**src/rtl/mem_arbiter.sv**
```systemverilog
// rtl/mem_arbiter.sv - shares one memory bus between fetch and data ports, data first, with a watchdog
module mem_arbiter #(
  parameter int unsigned TIMEOUT = 255
) (
  input  logic        clk,
  input  logic        rst,
  input  logic        if_ce_i,
  input  logic [31:0] if_addr_i,
  output logic [31:0] if_data_o,
  input  logic        dm_ce_i,
  input  logic        dm_we_i,
  input  logic [3:0]  dm_sel_i,
  input  logic [31:0] dm_addr_i,
  input  logic [31:0] dm_data_i,
  output logic [31:0] dm_data_o,
  output logic        stall_req_o,
  output logic        bus_req_o,
  output logic        bus_we_o,
  output logic [3:0]  bus_sel_o,
  output logic [31:0] bus_addr_o,
  output logic [31:0] bus_wdata_o,
  input  logic [31:0] bus_rdata_i,
  input  logic        bus_ack_i,
  output logic        bus_err_o
);

  typedef enum logic [1:0] {
    ST_IDLE = 2'd0,
    ST_DBUS = 2'd1,
    ST_IBUS = 2'd2
  } state_t;

  localparam logic [15:0] LP_TIMEOUT = 16'(TIMEOUT);

  state_t      r_state;
  state_t      w_next_state;
  logic        r_dm_done;
  logic        r_if_done;
  logic [15:0] r_wdog;
  logic        r_bus_req;
  logic        r_bus_we;
  logic [3:0]  r_bus_sel;
  logic [31:0] r_bus_addr;
  logic [31:0] r_bus_wdata;
  logic        r_bus_err;
  logic [31:0] r_dm_data;
  logic [31:0] r_if_data;

  logic w_dm_pend;
  logic w_if_pend;
  logic w_stall;
  logic w_grant_d;
  logic w_grant_i;
  logic w_ack;
  logic w_abort;
  logic w_end_d;
  logic w_end_i;

  assign w_dm_pend = dm_ce_i & ~r_dm_done;
  assign w_if_pend = if_ce_i & ~r_if_done;
  // Stall is held low while in reset so the pipeline is not frozen by a stale request.
  assign w_stall   = rst & (w_dm_pend | w_if_pend);

  assign w_end_d = (w_ack | w_abort) & (r_state == ST_DBUS);
  assign w_end_i = (w_ack | w_abort) & (r_state == ST_IBUS);

  // State register.
  always_ff @(posedge clk or negedge rst) begin
    if (!rst) r_state <= ST_IDLE;
    else      r_state <= w_next_state;
  end

  // Next-state decode: data wins arbitration; an ack beats a simultaneous timeout.
  always_comb begin
    w_next_state = r_state;
    w_grant_d    = 1'b0;
    w_grant_i    = 1'b0;
    w_ack        = 1'b0;
    w_abort      = 1'b0;
    case (r_state)
      ST_IDLE: begin
        if (w_dm_pend) begin
          w_grant_d    = 1'b1;
          w_next_state = ST_DBUS;
        end else if (w_if_pend) begin
          w_grant_i    = 1'b1;
          w_next_state = ST_IBUS;
        end
      end
      ST_DBUS, ST_IBUS: begin
        if (bus_ack_i) begin
          w_ack        = 1'b1;
          w_next_state = ST_IDLE;
        end else if (r_wdog == LP_TIMEOUT) begin
          w_abort      = 1'b1;
          w_next_state = ST_IDLE;
        end
      end
      default: w_next_state = ST_IDLE;
    endcase
  end

  // Bus request and qualifiers: latched on grant, held until the transaction ends.
  always_ff @(posedge clk or negedge rst) begin
    if (!rst) begin
      r_bus_req   <= 1'b0;
      r_bus_we    <= 1'b0;
      r_bus_sel   <= 4'b0000;
      r_bus_addr  <= 32'h0;
      r_bus_wdata <= 32'h0;
    end else begin
      if (w_grant_d) begin
        r_bus_req   <= 1'b1;
        r_bus_we    <= dm_we_i;
        r_bus_sel   <= dm_sel_i;
        r_bus_addr  <= dm_addr_i;
        r_bus_wdata <= dm_data_i;
      end else if (w_grant_i) begin
        r_bus_req   <= 1'b1;
        r_bus_we    <= 1'b0;
        r_bus_sel   <= 4'b1111;
        r_bus_addr  <= if_addr_i;
      end else if (w_ack || w_abort) begin
        r_bus_req   <= 1'b0;
      end
    end
  end

  // Done flags: cleared when the pipeline advances, set when a transaction ends (set wins).
  always_ff @(posedge clk or negedge rst) begin
    if (!rst) begin
      r_dm_done <= 1'b0;
      r_if_done <= 1'b0;
    end else begin
      if (!w_stall) begin
        r_dm_done <= 1'b0;
        r_if_done <= 1'b0;
      end
      if (w_end_d) r_dm_done <= 1'b1;
      if (w_end_i) r_if_done <= 1'b1;
    end
  end

  // Watchdog: restarts on every grant, counts cycles spent waiting for an ack.
  always_ff @(posedge clk or negedge rst) begin
    if (!rst) begin
      r_wdog <= 16'h0;
    end else if (w_grant_d || w_grant_i) begin
      r_wdog <= 16'h0;
    end else if ((r_state != ST_IDLE) && !w_ack && !w_abort) begin
      r_wdog <= r_wdog + 16'h1;
    end
  end

  // Read data capture; an aborted read returns zero, writes leave the data output alone.
  always_ff @(posedge clk or negedge rst) begin
    if (!rst) begin
      r_dm_data <= 32'h0;
      r_if_data <= 32'h0;
    end else begin
      if (w_end_d && !r_bus_we) r_dm_data <= w_ack ? bus_rdata_i : 32'h0;
      if (w_end_i)              r_if_data <= w_ack ? bus_rdata_i : 32'h0;
    end
  end

  // Error pulse, one cycle after an abort.
  always_ff @(posedge clk or negedge rst) begin
    if (!rst) r_bus_err <= 1'b0;
    else      r_bus_err <= w_abort;
  end

  assign stall_req_o = w_stall;
  assign bus_req_o   = r_bus_req;
  assign bus_we_o    = r_bus_we;
  assign bus_sel_o   = r_bus_sel;
  assign bus_addr_o  = r_bus_addr;
  assign bus_wdata_o = r_bus_wdata;
  assign bus_err_o   = r_bus_err;
  assign dm_data_o   = r_dm_data;
  assign if_data_o   = r_if_data;

endmodule
```
**config.mk**
```make
export PLATFORM = sky130hd
export DESIGN_NAME = mem_arbiter
export DESIGN_NICKNAME = d
export VERILOG_FILES = /design/src/rtl/mem_arbiter.sv
export SDC_FILE = /design/constraint.sdc
export NUM_CORES = 1
export LEC_CHECK = 0
export ABC_AREA = 1
export CAP_MARGIN = 20
export CELL_PAD_IN_SITES_DETAIL_PLACEMENT = 0
export CELL_PAD_IN_SITES_GLOBAL_PLACEMENT = 1
export CORE_MARGIN = 5
export CORE_UTILIZATION = 34
export CTS_BUF_LIST = sky130_fd_sc_hd__clkbuf_2 sky130_fd_sc_hd__clkbuf_4 sky130_fd_sc_hd__clkbuf_8
export DETAILED_ROUTE_END_ITERATION = 10
export GPL_ROUTABILITY_DRIVEN = 0
export PLACE_DENSITY_LB_ADDON = 0.1
export RECOVER_POWER = 50
export SLEW_MARGIN = 30
export SYNTH_ARGS = -nofsm -noshare
export SYNTH_HDL_FRONTEND = slang
export SYNTH_SLANG_ARGS = --single-unit
```
**constraint.sdc**
```tcl
create_clock -name clk -period 2.8 [get_ports clk]
set_input_delay 0.56 -clock clk [delete_from_list [all_inputs] [get_ports clk]]
set_output_delay 0.56 -clock clk [all_outputs]
set_load 0.01 [all_outputs]
```
==> flow_summary_export.csv <==
group,metric,value,unit
clock_tree,hold_buffers,0,
floorplan,num_io_pins,274,
grt,grt_max_degree,73,
timing,rsz0062_at_grt,"false",
drt,wl,21.97,mm
clock_tree,cts-resized-gates,0,
timing,fin_crit,2.543,ns
synth,netlist_instances,806,
timing,worst_slack,0.2565,ns
worst_setup_path,timing.rr.end,"if_data_o[10]$_DFFE_PN0P_",
worst_setup_path,cp.arrival,1.98,ns
power_and_ir_drop,pwr-share-comb,0.470,
clock_tree,cts_tree,"done",
drt,routedWlPerCell,16.38,um
grt,grt_use_met2,0.2963,
synth,ys_types,27,
floorplan,start_util,0.3472,
run,cap_violations,2,
drt,vias,6243,
grt,track_usage,0.1937,
worst_setup_path,cp.required,2.24,ns
synth,synthesis.area,0.006802,mm^2
synth,synth_top_area_share,0.5703,
power_and_ir_drop,p_leak,4.794,nW
synth,synth_common_cells,"nand2_1, dfrtp_1, nand3_1, o21ai_0, nor2_1",
grt,antenna_found_initial,0,
worst_hold_path,min_to,"dm_data_o[26]$_DFFE_PN0P_",
drt,drt_first_pass_iters,5,
placed_design,dp_slack,0.2258,ns
synth,synth-seq-cells,155,
power_and_ir_drop,p_int,6.235,mW
worst_setup_path,r2r_slack,0.39,ns
placed_design,port_buffers,273,
floorplan,rows,51,
power_and_ir_drop,sw_frac_of_total,0.3878,
synth,synth.avg_cell_area,8.439,um^2
floorplan,coreArea,0.01959,mm^2
synth,synth_most_common_cell,"nand2_1",
timing,fmax,393.2,MHz
power_and_ir_drop,vdd_drop_max,432.8,uV
power_and_ir_drop,power_density,1010,mW/mm^2
drt,drt-initial-drc-count,336,
clock_tree,htreeDepth,4,
grt,grt_pass1_vias,6255,
worst_setup_path,r2r-start,"r_wdog[0]$_DFFE_PN0P_",
clock_tree,worstSkewPairLatency,0.45,ns
grt,busiest_layer,"met2",
floorplan,die_x,151.4,um
timing,hold_violations,0,
worst_setup_path,r2r.worst_path.cells,10,
status,status,"complete, but fails checks",
synth,seq_area_frac_synth,0.5703,
worst_hold_path,worstHoldPathCells,2,
worst_setup_path,critPathBufInv,3,
worst_hold_path,hp-class,"flip-flop to flip-flop",
clock_tree,clk_pin_slew,0.08,ns
finish,n_fill_cell,1941,
placed_design,dpl.hpwl,15.07,mm
synth,synth_edf_count,0,
clock_tree,cts_setup_buffers,0,
clock_tree,cts_made_buffers,17,
drt,drcViolationCount,0,
worst_setup_path,critical_path.cell_chain,"clkdlybuf4s50_1 -> nand2_1 -> o21ai_2 -> nand2_1 -> inv_1 -> clkdlybuf4s50_1",
floorplan,die-area,0.02293,mm^2
timing,setup_viol,0,
clock_tree,root_buffer,"clkbuf_8",
grt,use_met3,0.08378,
grt,grt-ovfl-total,0,
synth,synth-warning-count,0,
worst_setup_path,cp_max_fo,3,
synth,synth_area_leaders,"dfrtp_1, nand2_1, nand3_1",
power_and_ir_drop,p_sw,3.949,mW
worst_setup_path,slowest_delay,0.57,ns
worst_setup_path,crit_family,"buffers and inverters",
grt,grt_pass1_wl,34.52,mm
timing,maxSlewViolCount,139,
clock_tree,cts_sinks,155,
worst_setup_path,crit_type,"primary input to primary output",
finish,layout-drive-gt1-share,0.05116,
drt,ant_nets,0,
finish,finalNetCount,1204,
timing,tightest_slew,1.822,ns
finish,post-route-util,0.5147,
grt,use_met1,0.2472,
floorplan,die_y,151.4,um
worst_setup_path,end_kind,"primary output",
timing,period_share,0.9084,
clock_tree,clk_path_buf_depth,2,
synth,ys.flop_type,"dfrtp_1",
timing,slew_headroom,-0.2150,
power_and_ir_drop,clockPowerShare,0.168,
power_and_ir_drop,power.share.sequential,0.362,
worst_hold_path,min_from,"dm_data_o[26]$_DFFE_PN0P_",
synth,syn-num-nets,948,
worst_setup_path,startpoint_type,"primary input",
timing,fin_skew,0.01602,ns
synth,async_reset_ff_frac,1.000,
worst_setup_path,cp_slowest_cell,"clkdlybuf4s50_1",
synth,synth.largest_area_cell,"dfrtp_1",
status,violations,"capacitance limit, slew limit",
drt,vias_per_cell,4.655,
timing,finalSetupTns,0,ns
finish,area_growth,48.25,%
[per-layer routing]
metal | vias up | wire, um | share of wire
met3 | 28 | 2274 | 0.10
met2 | 203 | 10270 | 0.47
met4 | 0 | 426 | 0.019
met1 | 2909 | 8997 | 0.41
met5 | - | 0 | 0
li1 | 3103 | - | -
[flip-flops by register name, summed over array words and instances, names as in the netlist]
signal / cells
bus_addr_o: 32
bus_err_o: 1
bus_req_o: 1
bus_sel_o: 4
bus_wdata_o: 32
bus_we_o: 1
dm_data_o: 32
if_data_o: 32
r_dm_done: 1
r_if_done: 1
r_state: 2
r_wdog: 16
[worst register-to-register path, stage by stage (launching register included)]
cell	delay, ns
dfrtp_1	0.43
ha_1	0.19
nand2_1	0.06
inv_2	0.06
nand2_2	0.06
nor2_1	0.29
nand3_1	0.26
nand2_1	0.22
nand2_2	0.46
nand2_1	0.21
nand2_1	0.07
[power by group through the flow]
stage	registers, mW	clock network, mW	logic, mW
2_1_floorplan	4.10	0	1.77
3_5_place_dp	3.72	0	4.91
5_1_grt	3.82	1.86	5.29
4_1_cts	3.70	1.76	4.92
6_report	3.69	1.71	4.79
3_3_place_gp	3.70	0	4.91
[layout make-up]
cell class                 instances  area, um^2  area share
timing repair buffer             285        2829      0.2806
sequential                       155        3879      0.3847
multi-input combinational        571        2529      0.2508
antenna                            1       2.502   0.0002482
tap                              265       331.6     0.03288
inverter                          32       120.1     0.01191
clock buffer                      19       261.5     0.02593
clock inverter                    13       131.4     0.01303
[through the flow]
step | area, um^2 | instances | power [mW] | hold slack [ns]
floorplan | 6802 | 806 | 5.877 | 0.2644
global placement | 9741 | 1308 | 8.607 | 0.4539
detailed placement | 9741 | 1308 | 8.631 | 0.4581
CTS | 10130 | 1340 | 10.38 | 0.2444
global route | 10080 | 1340 | 10.97 | 0.4887
finish | 10080 | 1341 | 10.18 | 0.4727
[cells in the final DEF, fill, tap and decap left out, drive strengths merged, types with 2 or more instances in the layout]
master,instances
buf,7
clkbuf,25
clkdlybuf4s50,272
clkinv,6
clkinvlp,2
dfrtp,155
ha,4
inv,36
nand2,332
nand3,60
nand4,36
nor2,56
o21ai,71
o22a,4
xnor2,2
xor2,4
[kinds of logic (layout without fill, tap and decap cells)]
family | after synthesis | count (layout) | share of synthesized area
buf+inv | 80 | 349 | 0.05353
fa+ha+maj | 4 | 4 | 0.007359
flops | 155 | 155 | 0.5703
simple gates | 485 | 485 | 0.3021
other cells | 0 | 1 | 0
xor+xnor | 6 | 6 | 0.007726
compound gates | 76 | 76 | 0.05905
[worst max path at each step]
stage,startpoint,to,slack (ns),depth (start not counted)
after global placement,dm_ce_i,stall_req_o,0.24,6
after floorplan,r_state[0]$_DFFE_PN0P_,if_data_o[10]$_DFFE_PN0P_,1.22,10
after detailed placement,dm_ce_i,stall_req_o,0.23,6
after global routing,r_wdog[0]$_DFFE_PN0P_,if_data_o[17]$_DFFE_PN0P_,0.08,10
final,dm_ce_i,stall_req_o,0.26,6
after CTS,dm_ce_i,stall_req_o,0.21,6
Power figures use the tool's default switching activity.
